===== src/rtl/mult_div_pkg.sv =====
// Shared types and constants for the iterative multiply/divide sequencer.
package mult_div_pkg;

   localparam int WIDTH_DEF = 32;
   localparam int CNT_W_DEF = $clog2(WIDTH_DEF);

   typedef enum logic [1:0] {
      IDLE = 2'd0,
      CALC = 2'd1,
      FIX  = 2'd2,
      DONE = 2'd3
   } state_e;

   typedef enum logic {
      OP_MULT = 1'b0,
      OP_DIV  = 1'b1
   } op_e;

   function automatic int cnt_width(input int w);
      return (w > 1) ? $clog2(w) : 1;
   endfunction

endpackage


===== src/rtl/mult_div_seq_div_step.sv =====
// Combinational restoring-division step: one quotient bit per call.
module div_step
   import mult_div_pkg::*;
#(
   parameter int WIDTH = WIDTH_DEF
) (
   input  logic [WIDTH:0]   partial,
   input  logic [WIDTH-1:0] divisor,
   output logic [WIDTH-1:0] rem_next,
   output logic             q_bit
);

   logic [WIDTH:0] divisor_ext_s;
   logic [WIDTH:0] diff_s;

   // Trial subtraction; keep the difference only when it does not go negative.
   always_comb begin
      divisor_ext_s = {1'b0, divisor};
      diff_s        = partial - divisor_ext_s;
      if (partial >= divisor_ext_s) begin
         q_bit    = 1'b1;
         rem_next = diff_s[WIDTH-1:0];
      end else begin
         q_bit    = 1'b0;
         rem_next = partial[WIDTH-1:0];
      end
   end

endmodule


===== src/rtl/mult_div_seq.sv =====
// Iterative signed MULT/DIV sequencer with HI/LO result registers.
// Optional feature: MULTDIV_DIVZERO_TRAP_EN short-circuits divide-by-zero to DONE.
module mult_div_seq
   import mult_div_pkg::*;
#(
   parameter int WIDTH = WIDTH_DEF
) (
   input  logic             clk,
   input  logic             reset,
   input  logic             start,
   input  logic             op,
   input  logic [WIDTH-1:0] a,
   input  logic [WIDTH-1:0] b,
   output logic             busy,
   output logic             done,
   output logic             div_zero,
   output logic [WIDTH-1:0] hi,
   output logic [WIDTH-1:0] lo
);

   localparam int CNT_W = cnt_width(WIDTH);
   localparam logic [WIDTH-1:0]   ZERO_W  = {WIDTH{1'b0}};
   localparam logic [WIDTH-1:0]   ONE_W   = {{(WIDTH-1){1'b0}}, 1'b1};
   localparam logic [2*WIDTH-1:0] ONE_2W  = {{(2*WIDTH-1){1'b0}}, 1'b1};
   localparam logic [CNT_W-1:0]   CNT_MAX = CNT_W'(WIDTH - 1);
   localparam logic [CNT_W-1:0]   CNT_Z   = {CNT_W{1'b0}};
   localparam logic [CNT_W-1:0]   CNT_ONE = {{(CNT_W-1){1'b0}}, 1'b1};

   state_e             state_r, state_s;
   op_e                op_r;
   logic               sign_a_r, sign_b_r;
   logic [WIDTH-1:0]   mag_a_r, mag_b_r;
   logic [CNT_W-1:0]   cnt_r;
   logic [2*WIDTH-1:0] acc_r;
   logic               busy_r, done_r, div_zero_r;
   logic [WIDTH-1:0]   hi_r, lo_r;

   logic [WIDTH-1:0]   mag_in_a_s, mag_in_b_s;
   logic [2*WIDTH-1:0] load_acc_s, calc_acc_s, prod_s;
   logic [WIDTH:0]     mul_sum_s, partial_s;
   logic [WIDTH-1:0]   rem_s, quo_s, hi_fix_s, lo_fix_s;
   logic               q_bit_s, trap_s;

   div_step #(.WIDTH(WIDTH)) u_div_step (
      .partial  (partial_s),
      .divisor  (mag_b_r),
      .rem_next (rem_s),
      .q_bit    (q_bit_s)
   );

   // Operand magnitudes, one iteration of the shift-add / restoring datapath, and sign fix-up.
   always_comb begin
      mag_in_a_s = a[WIDTH-1] ? (~a + ONE_W) : a;
      mag_in_b_s = b[WIDTH-1] ? (~b + ONE_W) : b;
`ifdef MULTDIV_DIVZERO_TRAP_EN
      trap_s = (op_e'(op) == OP_DIV) && (b == ZERO_W);
`else
      trap_s = 1'b0;
`endif
      // MULT keeps the multiplier in the low half; DIV keeps the dividend there.
      if (op_e'(op) == OP_MULT) begin
         load_acc_s = {ZERO_W, mag_in_b_s};
      end else begin
         load_acc_s = {ZERO_W, mag_in_a_s};
      end

      mul_sum_s = {1'b0, acc_r[2*WIDTH-1:WIDTH]} + (acc_r[0] ? {1'b0, mag_a_r} : {(WIDTH+1){1'b0}});
      partial_s = {acc_r[2*WIDTH-1:WIDTH], acc_r[WIDTH-1]};
      if (op_r == OP_MULT) begin
         calc_acc_s = {mul_sum_s, acc_r[WIDTH-1:1]};
      end else begin
         calc_acc_s = {rem_s, acc_r[WIDTH-2:0], q_bit_s};
      end

      prod_s = (sign_a_r ^ sign_b_r) ? (~acc_r + ONE_2W) : acc_r;
      rem_s_fix_block: begin
         quo_s = acc_r[WIDTH-1:0];
      end
      if (op_r == OP_MULT) begin
         hi_fix_s = prod_s[2*WIDTH-1:WIDTH];
         lo_fix_s = prod_s[WIDTH-1:0];
      end else begin
         hi_fix_s = sign_a_r ? (~acc_r[2*WIDTH-1:WIDTH] + ONE_W) : acc_r[2*WIDTH-1:WIDTH];
         lo_fix_s = (sign_a_r ^ sign_b_r) ? (~quo_s + ONE_W) : quo_s;
      end
   end

   // Next-state logic.
   always_comb begin
      state_s = state_r;
      case (state_r)
         IDLE: begin
            if (start) begin
               state_s = trap_s ? DONE : CALC;
            end else begin
               state_s = IDLE;
            end
         end
         CALC: begin
            if (cnt_r == CNT_Z) begin
               state_s = FIX;
            end else begin
               state_s = CALC;
            end
         end
         FIX:     state_s = DONE;
         DONE:    state_s = IDLE;
         default: state_s = IDLE;
      endcase
   end

   // State, datapath and registered outputs.
   always_ff @(posedge clk) begin
      if (reset) begin
         state_r    <= IDLE;
         op_r       <= OP_MULT;
         sign_a_r   <= 1'b0;
         sign_b_r   <= 1'b0;
         mag_a_r    <= ZERO_W;
         mag_b_r    <= ZERO_W;
         cnt_r      <= CNT_Z;
         acc_r      <= {(2*WIDTH){1'b0}};
         busy_r     <= 1'b0;
         done_r     <= 1'b0;
         div_zero_r <= 1'b0;
         hi_r       <= ZERO_W;
         lo_r       <= ZERO_W;
      end else begin
         state_r <= state_s;
         busy_r  <= (state_s != IDLE);
         done_r  <= (state_s == DONE);
         case (state_r)
            IDLE: begin
               if (start) begin
                  op_r       <= op_e'(op);
                  sign_a_r   <= a[WIDTH-1];
                  sign_b_r   <= b[WIDTH-1];
                  mag_a_r    <= mag_in_a_s;
                  mag_b_r    <= mag_in_b_s;
                  cnt_r      <= CNT_MAX;
                  acc_r      <= load_acc_s;
                  div_zero_r <= trap_s;
               end
            end
            CALC: begin
               acc_r <= calc_acc_s;
               if (cnt_r != CNT_Z) begin
                  cnt_r <= cnt_r - CNT_ONE;
               end
            end
            FIX: begin
               hi_r <= hi_fix_s;
               lo_r <= lo_fix_s;
            end
            DONE: begin
               cnt_r <= CNT_Z;
            end
            default: begin
               cnt_r <= CNT_Z;
            end
         endcase
      end
   end

   assign busy     = busy_r;
   assign done     = done_r;
   assign div_zero = div_zero_r;
   assign hi       = hi_r;
   assign lo       = lo_r;

endmodule


===== config.mk =====
export PLATFORM = sky130hd
export DESIGN_NAME = mult_div_seq
export DESIGN_NICKNAME = d
export VERILOG_FILES = /design/src/rtl/mult_div_pkg.sv /design/src/rtl/mult_div_seq_div_step.sv /design/src/rtl/mult_div_seq.sv
export SDC_FILE = /design/constraint.sdc
export NUM_CORES = 1
export LEC_CHECK = 0
export CAP_MARGIN = 0
export CELL_PAD_IN_SITES_DETAIL_PLACEMENT = 1
export CELL_PAD_IN_SITES_GLOBAL_PLACEMENT = 1
export CORE_ASPECT_RATIO = 0.75
export CORE_MARGIN = 5
export CORE_UTILIZATION = 47
export DETAILED_ROUTE_END_ITERATION = 8
export GPL_ROUTABILITY_DRIVEN = 0
export PLACE_DENSITY_LB_ADDON = 0.05
export SETUP_SLACK_MARGIN = 0.4
export SYNTH_ARGS = -nofsm -noshare
export SYNTH_HDL_FRONTEND = slang
export SYNTH_SLANG_ARGS = --single-unit

===== constraint.sdc =====
create_clock -name clk -period 6.8 [get_ports clk]
set_input_delay 0.68 -clock clk [delete_from_list [all_inputs] [get_ports clk]]
set_output_delay 0.68 -clock clk [all_outputs]
set_load 0.02 [all_outputs]

Word level (Yosys, flattened, before mapping)
Cells that the tools add are included.

Reduce and logical (&&, ||, !) cells: 9. Equal/unequal tests: 6. Add/sub/neg operators: 8. Magnitude comparators: 1. Multiplexer cells: 20. Bitwise logic cells: 6.

Operator list (count): 2-to-1 mux 32 bit (9); 2-to-1 mux 64 bit (3); adder 32 x 1 -> 32 bit, second input constant (4); NOT 32 bit (4); case mux 64 bit (2 select lines) (1); adder 64 x 1 -> 64 bit, second input constant (1); NOT 64 bit (1); adder 32 x 32 -> 33 bit (1); >= comparator 33 x 32 -> 1 bit (1); subtractor 32 bit (1); case mux 5 bit (3 select lines) (1); 2-to-1 mux 5 bit (2); case mux 2 bit (4 select lines) (1); equality test 2 bit, second input constant (3); zero test 5 bit (1); nonzero test 5 bit (1); subtractor 5 x 1 -> 5 bit, second input constant (1); inequality test 2 bit, second input constant (2); AND reduction 2 bit (2); nonzero test 2 bit (2); AND reduction 3 bit (1); nonzero test 3 bit (1); equality test 2 x 1 -> 1 bit, second input constant (1); zero test 2 bit (1); 3 further kinds (4).

Register bits: 204. Word-level logic and storage cells: 62. Output and inout bits: 67. Bits of input ports: 68.

Longest topological paths before layout
Gate-level depths: netlist of run 1.

Word-level depth: 6. Depth in mapped cells: 15. Mapped depth without buffers: 14.

By module
From an unflattened synthesis of run 1, not the netlist that was laid out.

Cells, all modules: 1989. Area total of the unflattened synthesis: 15394.8 um^2.

Modules (own cells, without submodules): mult_div_seq (cells each 1666, seq. area each 4083.9 um^2, instances 1, area an instance 13063.8 um^2); div_step (cells each 323, seq. area each 0.0 um^2, instances 1, area an instance 2331.0 um^2).

Least setup slack after synthesis of run 1
No wires, ideal clock.

Kind: in2reg. Start: input port b[7]. End: register acc_r[29]. Cell stages on the path: 10. Required time: 6663 ps. Setup time: 137 ps. Arrival time: 3270 ps. Setup slack: 3393 ps. Path through: or4_4 -> nand4bb_4 -> or2_4 -> or3_4 -> or4_4 -> o41ai_2 -> xor2_1 -> nor3_1 -> a2111oi_2 -> a211oi_1.

Word-level cells in the longest chain between the ends: 6.

Ends and longest elaborated chain: start: declaration (line mult_div_seq.sv:13) `input logic [WIDTH-1:0] b,`; NOT 32 bit (line mult_div_seq.sv:54) `mag_in_b_s = b[WIDTH-1] ? (~b + ONE_W) : b;`; adder 32 x 1 -> 32 bit (line mult_div_seq.sv:54); 2-to-1 mux 32 bit (line mult_div_seq.sv:54); 2-to-1 mux 32 bit (line mult_div_seq.sv:61) `if (op_e'(op) == OP_MULT) begin`; 2-to-1 mux 64 bit (line mult_div_seq.sv:134) `if (start) begin`; case mux 64 bit (2 select lines) (line mult_div_seq.sv:132) `case (state_r)`; end signal: assignment (line mult_div_seq.sv:122) `acc_r <= {(2*WIDTH){1'b0}};`; end signal: assignment (line mult_div_seq.sv:141) `acc_r <= load_acc_s;`; end signal: assignment (line mult_div_seq.sv:146) `acc_r <= calc_acc_s;`; end: declaration (line mult_div_seq.sv:34) `logic [2*WIDTH-1:0] acc_r;`.

No other way between the ends. The select of a mux whose other input is x is not followed. A chain may end at the register's enable or synchronous reset.

Worst setup path after layout of run 1
Start: register acc_r[0]. End: register acc_r[55].

Word-level cells in the longest chain between the ends: 4.

Ends and longest elaborated chain: 2-to-1 mux 32 bit (line mult_div_seq.sv:67) `mul_sum_s = {1'b0, acc_r[2*WIDTH-1:WIDTH]} + (acc_r[0] ? {1'b0, mag_a_r} : {(WIDTH+1){1'b0}});`; adder 32 x 32 -> 33 bit (line mult_div_seq.sv:67); 2-to-1 mux 64 bit (line mult_div_seq.sv:69) `if (op_r == OP_MULT) begin`; case mux 64 bit (2 select lines) (line mult_div_seq.sv:132).

No other way between the ends.

==> summary.md, run 1 <==
| Metric | Value |
|---|---|
| Number of detailed-routing iterations run before antenna repair | 5 |
| Footprint of the multi-input gates | 0.00971 mm2 |
| Period utilization | 59.5% |
| Longest Clk Path Bufs | 3 |
| Reg-to-reg critical path startpoint | acc_r[0] |
| Area growth from synthesis to layout | 16.2% |
| Layout Skew | 21.7 ps |
| Ratio of total power to cell area | 241 mW/mm2 |
| Number of enable flip-flop cells after synthesis | 0 |
| Count of cells along the worst register-to-register path | 15 |
| Maximum number of pins on one net before global-route repair | 89 |
| Flop-to-flop setup slack | 2750 ps |
| Number of port buffers | 133 |
| Yosys synthesis warning count | 0 |
| Iter 0 DRT Violations | 1224 |
| Chip Height | 162 um |
| Mean number of vias per cell | 6.14 |
| Site Rows | 55 |
| Largest voltage drop on the vdd net | 0.189 mV |
| Non-filler instance count after layout | 2337 |
| Cell leakage power | 6.42 nW |
| Setup Viol. Count Final | 0 |
| Commonest non-fill, non-tap cells in the layout | sky130_fd_sc_hd__dfxtp_1 (203), sky130_fd_sc_hd__nor2_1 (191), sky130_fd_sc_hd__nand2_1 (177) |
| Critical path data arrival time | 4450 ps |
| Worst Hold Path Cells | 2 |
| WL per Instance | 23.0 um |
| Final HPWL from detailed placement | 40.8 mm |
| Async S/R FF share, synth | 0% |
| Overall power | 4.06 mW |
| Commonest non-fill, non-tap cell in the layout | sky130_fd_sc_hd__dfxtp_1 |
| Post-Syn Area | 0.0145 mm2 |
| Number of buffers inserted during clock tree synthesis | 24 |
| Count of endpoints failing hold in the final timing report | 0 |
| Residual overflow from global routing | 0 |
| Critical-path maximum fanout | 38 |
| Syn_nets | 2001 |
| Outcome | finished clean |
| Post-layout nets | 2058 |
| Crit path launch type | flop |
| Number of inserted filler cells in the final layout | 3718 |
| Die Outline Area | 0.0344 mm2 |
| CTS root buf | sky130_fd_sc_hd__clkbuf_16 |
| Setup tns final | 0 ps |
| Path type of the worst min-delay path | reg -> reg |
| Max-slew headroom | 14.5% |
| Cell taking the most area after synthesis | sky130_fd_sc_hd__dfxtp_1 |
| Worst Hold End | hi[4] |
| Total of flip-flops plus latches after synthesis | 204 |
| Count of boundary I/O pins | 135 |
| Number of distinct library cell variants in the gate-level netlist after synthesis | 73 |
| Post CTS Setup Buffer Count | 0 |
| H-Tree Level Count | 1 |
| Number of placed instances with taps included | 2292 |
| Remaining antenna violation count | 0 |
| Sort of element at the end of the critical path | flop |
| Synthesized instance count | 1862 |
| Classification of the worst setup path | reg -> reg |
| Storage cell area | 0.00409 mm2 |
| Highest clock frequency the design can meet | 247 MHz |
| Hold_buf cts | 0 |
| Vias | 14.4k |
| Final Critical Period | 4050 ps |
| Clock sink count | 204 |
| Area share of the largest cell type after synthesis | 28.2% |
| Clk_lat worst skew | 550 ps |
| Via count of the first global-routing pass | 14.3k |
| Fin Hold WS | 450 ps |
| Max-Cap Viols | 0 |
| Fin util | 55.5% |
| PostCTS Resize Cnt | 0 |
| Setup repair after global routing missed its margin | no |
| Post-Synthesis Mean Instance Area | 7.77 um2 |
| Starting density of the core | 47.8% |
| Required time worst endpoint | 7200 ps |
| Ratio of cells with drive above 1 in the final layout | 4.70% |
| Wire length of the first global-routing pass | 83.5 mm |
| Post-synth top flop | sky130_fd_sc_hd__dfxtp_1 |
| Die boundary width | 213 um |
| Routed wire length | 53.7 mm |
| Top post-synthesis cells by area | sky130_fd_sc_hd__dfxtp_1 (28%), sky130_fd_sc_hd__a211oi_1 (7.3%), sky130_fd_sc_hd__xor2_1 (6.1%), sky130_fd_sc_hd__ha_1 (6.0%), sky130_fd_sc_hd__nor2_1 (5.0%) |
| Actual slew at the worst max-slew pin | 1280 ps |
| Max Slew Vio Count | 0 |
| Clock tree from TritonCTS | built |
| Core Footprint | 0.0303 mm2 |
| DRC | 0 |
| Min-delay src | hi[4] |
| Antenna violations before repair | 3 |
| Sequential fraction of the synthesis area | 28.2% |
| Capture point of the worst reg-to-reg path | acc_r[55] |
| Clock-pin slew on the worst setup and hold paths | 70 ps |
| Overall fraction of global-route tracks in use | 30.4% |
## flip-flops by register name (all words and copies together), names as in the netlist
register	cells
acc_r	64
hi	32
lo	32
mag_a_r	32
mag_b_r	32
cnt_r	5
state_r	2
busy	1
done	1
op_r	1
sign_a_r	1
sign_b_r	1
## synth_stat cells, types with 21 or more instances
master	count
sky130_fd_sc_hd__dfxtp_1	204
sky130_fd_sc_hd__o21ai_0	106
sky130_fd_sc_hd__nand2b_1	31
sky130_fd_sc_hd__clkbuf_1	104
sky130_fd_sc_hd__or3_1	28
sky130_fd_sc_hd__nor3_1	21
sky130_fd_sc_hd__o31ai_1	28
sky130_fd_sc_hd__mux2i_1	56
sky130_fd_sc_hd__a21oi_1	125
sky130_fd_sc_hd__nor2_1	191
sky130_fd_sc_hd__ha_1	69
sky130_fd_sc_hd__xor2_1	101
sky130_fd_sc_hd__and2_1	46
sky130_fd_sc_hd__nand2_1	177
sky130_fd_sc_hd__a21o_1	29
sky130_fd_sc_hd__inv_1	63
sky130_fd_sc_hd__a211oi_1	141
sky130_fd_sc_hd__xnor2_1	69
## per-stage QoR
step                      worst slack (ps)  area (um2)
final                                 2750       16800
after global routing                  2380       16800
after CTS                             2810       16800
after detailed placement              2490       16000
after global placement                2640       16000
after floorplan                       3390       14500
## power by group
group / total [mW] / leakage (nW) / internal [mW] / switching (mW)
clock: 1.36 / 0.402 / 0.803 / 0.562
sequential: 1.44 / 1.67 / 1.30 / 0.135
combinational: 1.26 / 4.35 / 0.485 / 0.773
## routing by layer
| layer | GRT usage [%] | share of wire [%] | vias to the layer above |
|---|---|---|---|
| met3 | 7.03 | 8.1 | 89 |
| met5 | 0 | 0.048 | - |
| met2 | 47.9 | 44 | 448 |
| met4 | 7.30 | 2.6 | 4 |
| met1 | 42.5 | 45 | 6943 |
| li1 | - | - | 6874 |
## how the worst max path moves through the flow
| stage | start | slack [ps] | cells after the start | to |
|---|---|---|---|---|
| finish | acc_r[0] | 2750 | 15 | acc_r[55] |
| global route | acc_r[0] | 2380 | 15 | acc_r[55] |
| CTS | acc_r[0] | 2810 | 14 | acc_r[62] |
| detailed placement | a[3] | 2490 | 11 | acc_r[29] |
| global placement | a[5] | 2640 | 11 | acc_r[29] |
| floorplan | b[7] | 3390 | 10 | acc_r[29] |
## worst max-delay path, cell delays in order, from the launching register on
cell                        delay, ps
sky130_fd_sc_hd__dfxtp_1          310
sky130_fd_sc_hd__buf_4            350
sky130_fd_sc_hd__and2_1           250
sky130_fd_sc_hd__ha_1             200
sky130_fd_sc_hd__inv_1             60
sky130_fd_sc_hd__fa_1             380
sky130_fd_sc_hd__nand2b_1         210
sky130_fd_sc_hd__a21oi_1          250
sky130_fd_sc_hd__a2111oi_0        110
sky130_fd_sc_hd__o21ai_0          530
sky130_fd_sc_hd__o31ai_1          260
sky130_fd_sc_hd__a21oi_1          290
sky130_fd_sc_hd__o21ai_0          180
sky130_fd_sc_hd__xnor2_1          180
sky130_fd_sc_hd__a2bb2oi_1        180
sky130_fd_sc_hd__o221ai_1         140
## logic make-up (layout without fill, tap and decap cells)
group                    Yosys count  in the layout  synth area share [%]
AO/OA/AOI/OAI                    572            572                  26.4
other                              1              2                0.0259
buffers and inverters            183            258                  4.80
multiplexers                      59             59                  4.11
XOR/XNOR                         170            170                  10.3
adder cells (fa/ha/maj)           71             71                  6.24
AND/OR/NAND/NOR                  602            602                  19.9
flip-flops                       204            204                  28.2
## final cells by class
cell class	instances	share of cell area (%)
Multi-Input combinational cell	1475	57.8
Sequential cell	204	24.3
Timing Repair Buffer	149	8.62
Clock buffer	35	4.23
Tap cell	399	2.97
Inverter	65	1.45
Clock inverter	9	0.662
Antenna cell	1	0.0149
Power figures use the tool's default switching activity.
==> run 2, diff against run 1 <==
--- a/config.mk
+++ b/config.mk
@@ -10,7 +10,7 @@
 export CELL_PAD_IN_SITES_GLOBAL_PLACEMENT = 1
 export CORE_ASPECT_RATIO = 0.75
 export CORE_MARGIN = 5
-export CORE_UTILIZATION = 47
+export CORE_UTILIZATION = 44
 export DETAILED_ROUTE_END_ITERATION = 8
 export GPL_ROUTABILITY_DRIVEN = 0
 export PLACE_DENSITY_LB_ADDON = 0.05
==> constraint.sdc (replaced) <==
create_clock -name clk -period 3.9 [get_ports clk]
set_input_delay 0.39 -clock clk [delete_from_list [all_inputs] [get_ports clk]]
set_output_delay 0.39 -clock clk [all_outputs]
set_load 0.02 [all_outputs]
==> run 2 against run 1 <==
Utilization down 1.4 points. Register-to-register slack worse by 2200 ps. Setup slack worse by 2200 ps. Critical path type unchanged. Critical endpoint is now acc_r[32]. Highest routed layer is now met4.
==> summary.md, run 2 (same netlist as run 1, synthesis figures left out) <==
| Metric | Value |
|---|---|
| Residual overflow from global routing | 0 (unchanged) |
| Starting density of the core | 44.6% (-3.2 points) |
| Chip Height | 167 um (+3.1%) |
| Number of detailed-routing iterations run before antenna repair | 5 (unchanged) |
| Final HPWL from detailed placement | 43.2 mm (+6.0%) |
| Commonest non-fill, non-tap cell in the layout | sky130_fd_sc_hd__dfxtp_1 |
| CP max stage delay | 440 ps (-90 ps) |
| Fin util | 54.1% (-1.4 points) |
| Max-Cap Viols | 0 (unchanged) |
| Hold_buf cts | 0 (unchanged) |
| Period utilization | 86.2% (+27 points) |
| Mean number of vias per cell | 6.03 (-1.9%) |
| Required time worst endpoint | 4320 ps (-2880 ps) |
| Fin Hold WS | 263 ps (-188 ps) |
| Cell with the largest stage delay on the worst path | sky130_fd_sc_hd__dfxtp_2 |
| Iter 0 DRT Violations | 1169 (-4.5%) |
| Critical-path maximum fanout | 28 (-26%) |
| Remaining antenna violation count | 0 (unchanged) |
| Layout Skew | 17.0 ps (-4.71 ps) |
| Antenna violations before repair | 1 (-2) |
| Ratio of cells with drive above 1 in the final layout | 8.92% (+4.2 points) |
| Number of port buffers | 133 (unchanged) |
| Crit path launch type | flop |
| Final design instance area without fill | 0.0176 mm2 (+4.4%) |
| Worst path buffer plus inverter count | 1 (-1) |
| Flip-flop count of the largest register, all copies and words added | 64 (unchanged) |
| Register bank with the most flops | acc_r |
| Sort of element at the end of the critical path | flop |
| Worst path top cell family by delay | compound AO/OA/AOI/OAI gates |
| Cell leakage power | 6.83 nW (+6.4%) |
| Vias | 14.8k (+2.8%) |
| Post-layout nets | 2131 (+3.5%) |
| Area growth from synthesis to layout | 21.3% |
| Clock-pin slew on the worst setup and hold paths | 60 ps (about the same) |
| Critical path data arrival time | 3780 ps (-670 ps) |
| Actual slew at the worst max-slew pin | 1100 ps (-174 ps) |
| Overall fraction of global-route tracks in use | 29.2% (-1.2 points) |
| Clock sink count | 204 (unchanged) |
| Longest Clk Path Bufs | 3 (unchanged) |
| Setup repair after global routing missed its margin | no |
| Classification of the worst setup path | reg -> reg |
| Largest voltage drop on the vdd net | 0.280 mV (+48%) |
| Setup Viol. Count Final | 0 (unchanged) |
| Highest clock frequency the design can meet | 297 MHz (+20%) |
| Count of endpoints failing hold in the final timing report | 0 (unchanged) |
| Routed wire length | 55.3 mm (+2.9%) |
| Most frequent CP cell | sky130_fd_sc_hd__a21oi_1 |
| Commonest non-fill, non-tap cells in the layout | sky130_fd_sc_hd__dfxtp_1 (201), sky130_fd_sc_hd__nor2_1 (191), sky130_fd_sc_hd__nand2_1 (177) |
| Post CTS Setup Buffer Count | 0 (unchanged) |
| H-Tree Level Count | 1 (unchanged) |
| DRC | 0 (unchanged) |
| Clk_lat worst skew | 540 ps (about the same) |
| Placed standard-cell area | 0.0166 mm2 (+4.0%) |
| Maximum number of pins on one net before global-route repair | 79 (-11%) |
| Final Critical Period | 3360 ps (-684 ps) |
| Max Slew Vio Count | 0 (unchanged) |
| Die Outline Area | 0.0367 mm2 (+6.4%) |
| Antenna Cells | 0 (-1) |
| Die boundary width | 219 um (+3.2%) |
| Via count of the first global-routing pass | 14.8k (+3.3%) |
| WL per Instance | 22.6 um (-1.8%) |
| Outcome | finished clean |
| Wire length of the first global-routing pass | 85.3 mm (+2.1%) |
| Setup tns final | 0 ps (unchanged) |
| Path type of the worst min-delay path | in -> reg |
| Number of buffers inserted during clock tree synthesis | 24 (unchanged) |
| CTS root buf | sky130_fd_sc_hd__clkbuf_16 |
| Clock tree from TritonCTS | built |
| Count of boundary I/O pins | 135 (unchanged) |
| Cells traversed along the worst timing path | ha_1 -> o21ai_0 -> a21oi_1 -> o31a_1 -> o311a_4 -> o221a_2 -> o21bai_2 -> nand3_4 -> buf_12 -> nor2_1 -> a21oi_1 -> a221o_1 |
| Ratio of total power to cell area | 412 mW/mm2 (+71%) |
| Site Rows | 57 (+3.6%) |
| Core Footprint | 0.0324 mm2 (+7.2%) |
| Overall power | 7.23 mW (+78%) |
| Max-slew headroom | 26.2% (+12 points) |
## run 2: layout make-up
| class | instances | area, um2 |
|---|---|---|
| fillers | 3931 | 14900 |
| clock buffers | 35 | 732 |
| well taps | 442 | 553 |
| clock inverters | 6 | 93.8 |
| repair buffers | 222 | 2020 |
| multi-input cells | 1475 | 9820 |
| inverters | 65 | 244 |
| flip-flops and latches | 204 | 4090 |
## run 2: path summary, 6_finish.rpt
check / cells after the start / startpoint / slack (ps) / end
setup / recovery: 12 / acc_r[33] / 540 / acc_r[32]
setup reg to reg: 12 / acc_r[33] / 540 / acc_r[32]
hold / removal: 2 / reset / 260 / cnt_r[2]
hold reg to reg: 2 / mag_a_r[31] / 460 / mag_a_r[31]
## run 2: layer usage
layer | share of wire [%] | global-route usage [%]
met1 | 47 | 41.7
met2 | 44 | 45.4
met3 | 6.5 | 4.81
met4 | 3.3 | 8.60
met5 | 0 | 0
## run 2: timing repair
item / 4_1_cts / 5_1_grt
endpoints found under the setup margin: 25 / 32
resized for setup: 4 / 22
pin swaps: 0 / 2
## run 2: where the power goes
part / total (mW) / internal (mW) / switching, mW
Combinational: 2.38 / 0.941 / 1.44
Sequential: 2.48 / 2.27 / 0.204
Clock: 2.38 / 1.43 / 0.949
Total: 7.23 / 4.64 / 2.59
## run 2: per-stage QoR
stage               worst slack (ps)  std cells
finish                           538       2449
global route                     395       2449
CTS                              419       2449
detailed placement              99.6       2408
global placement                 190       2408
floorplan                        696       1862
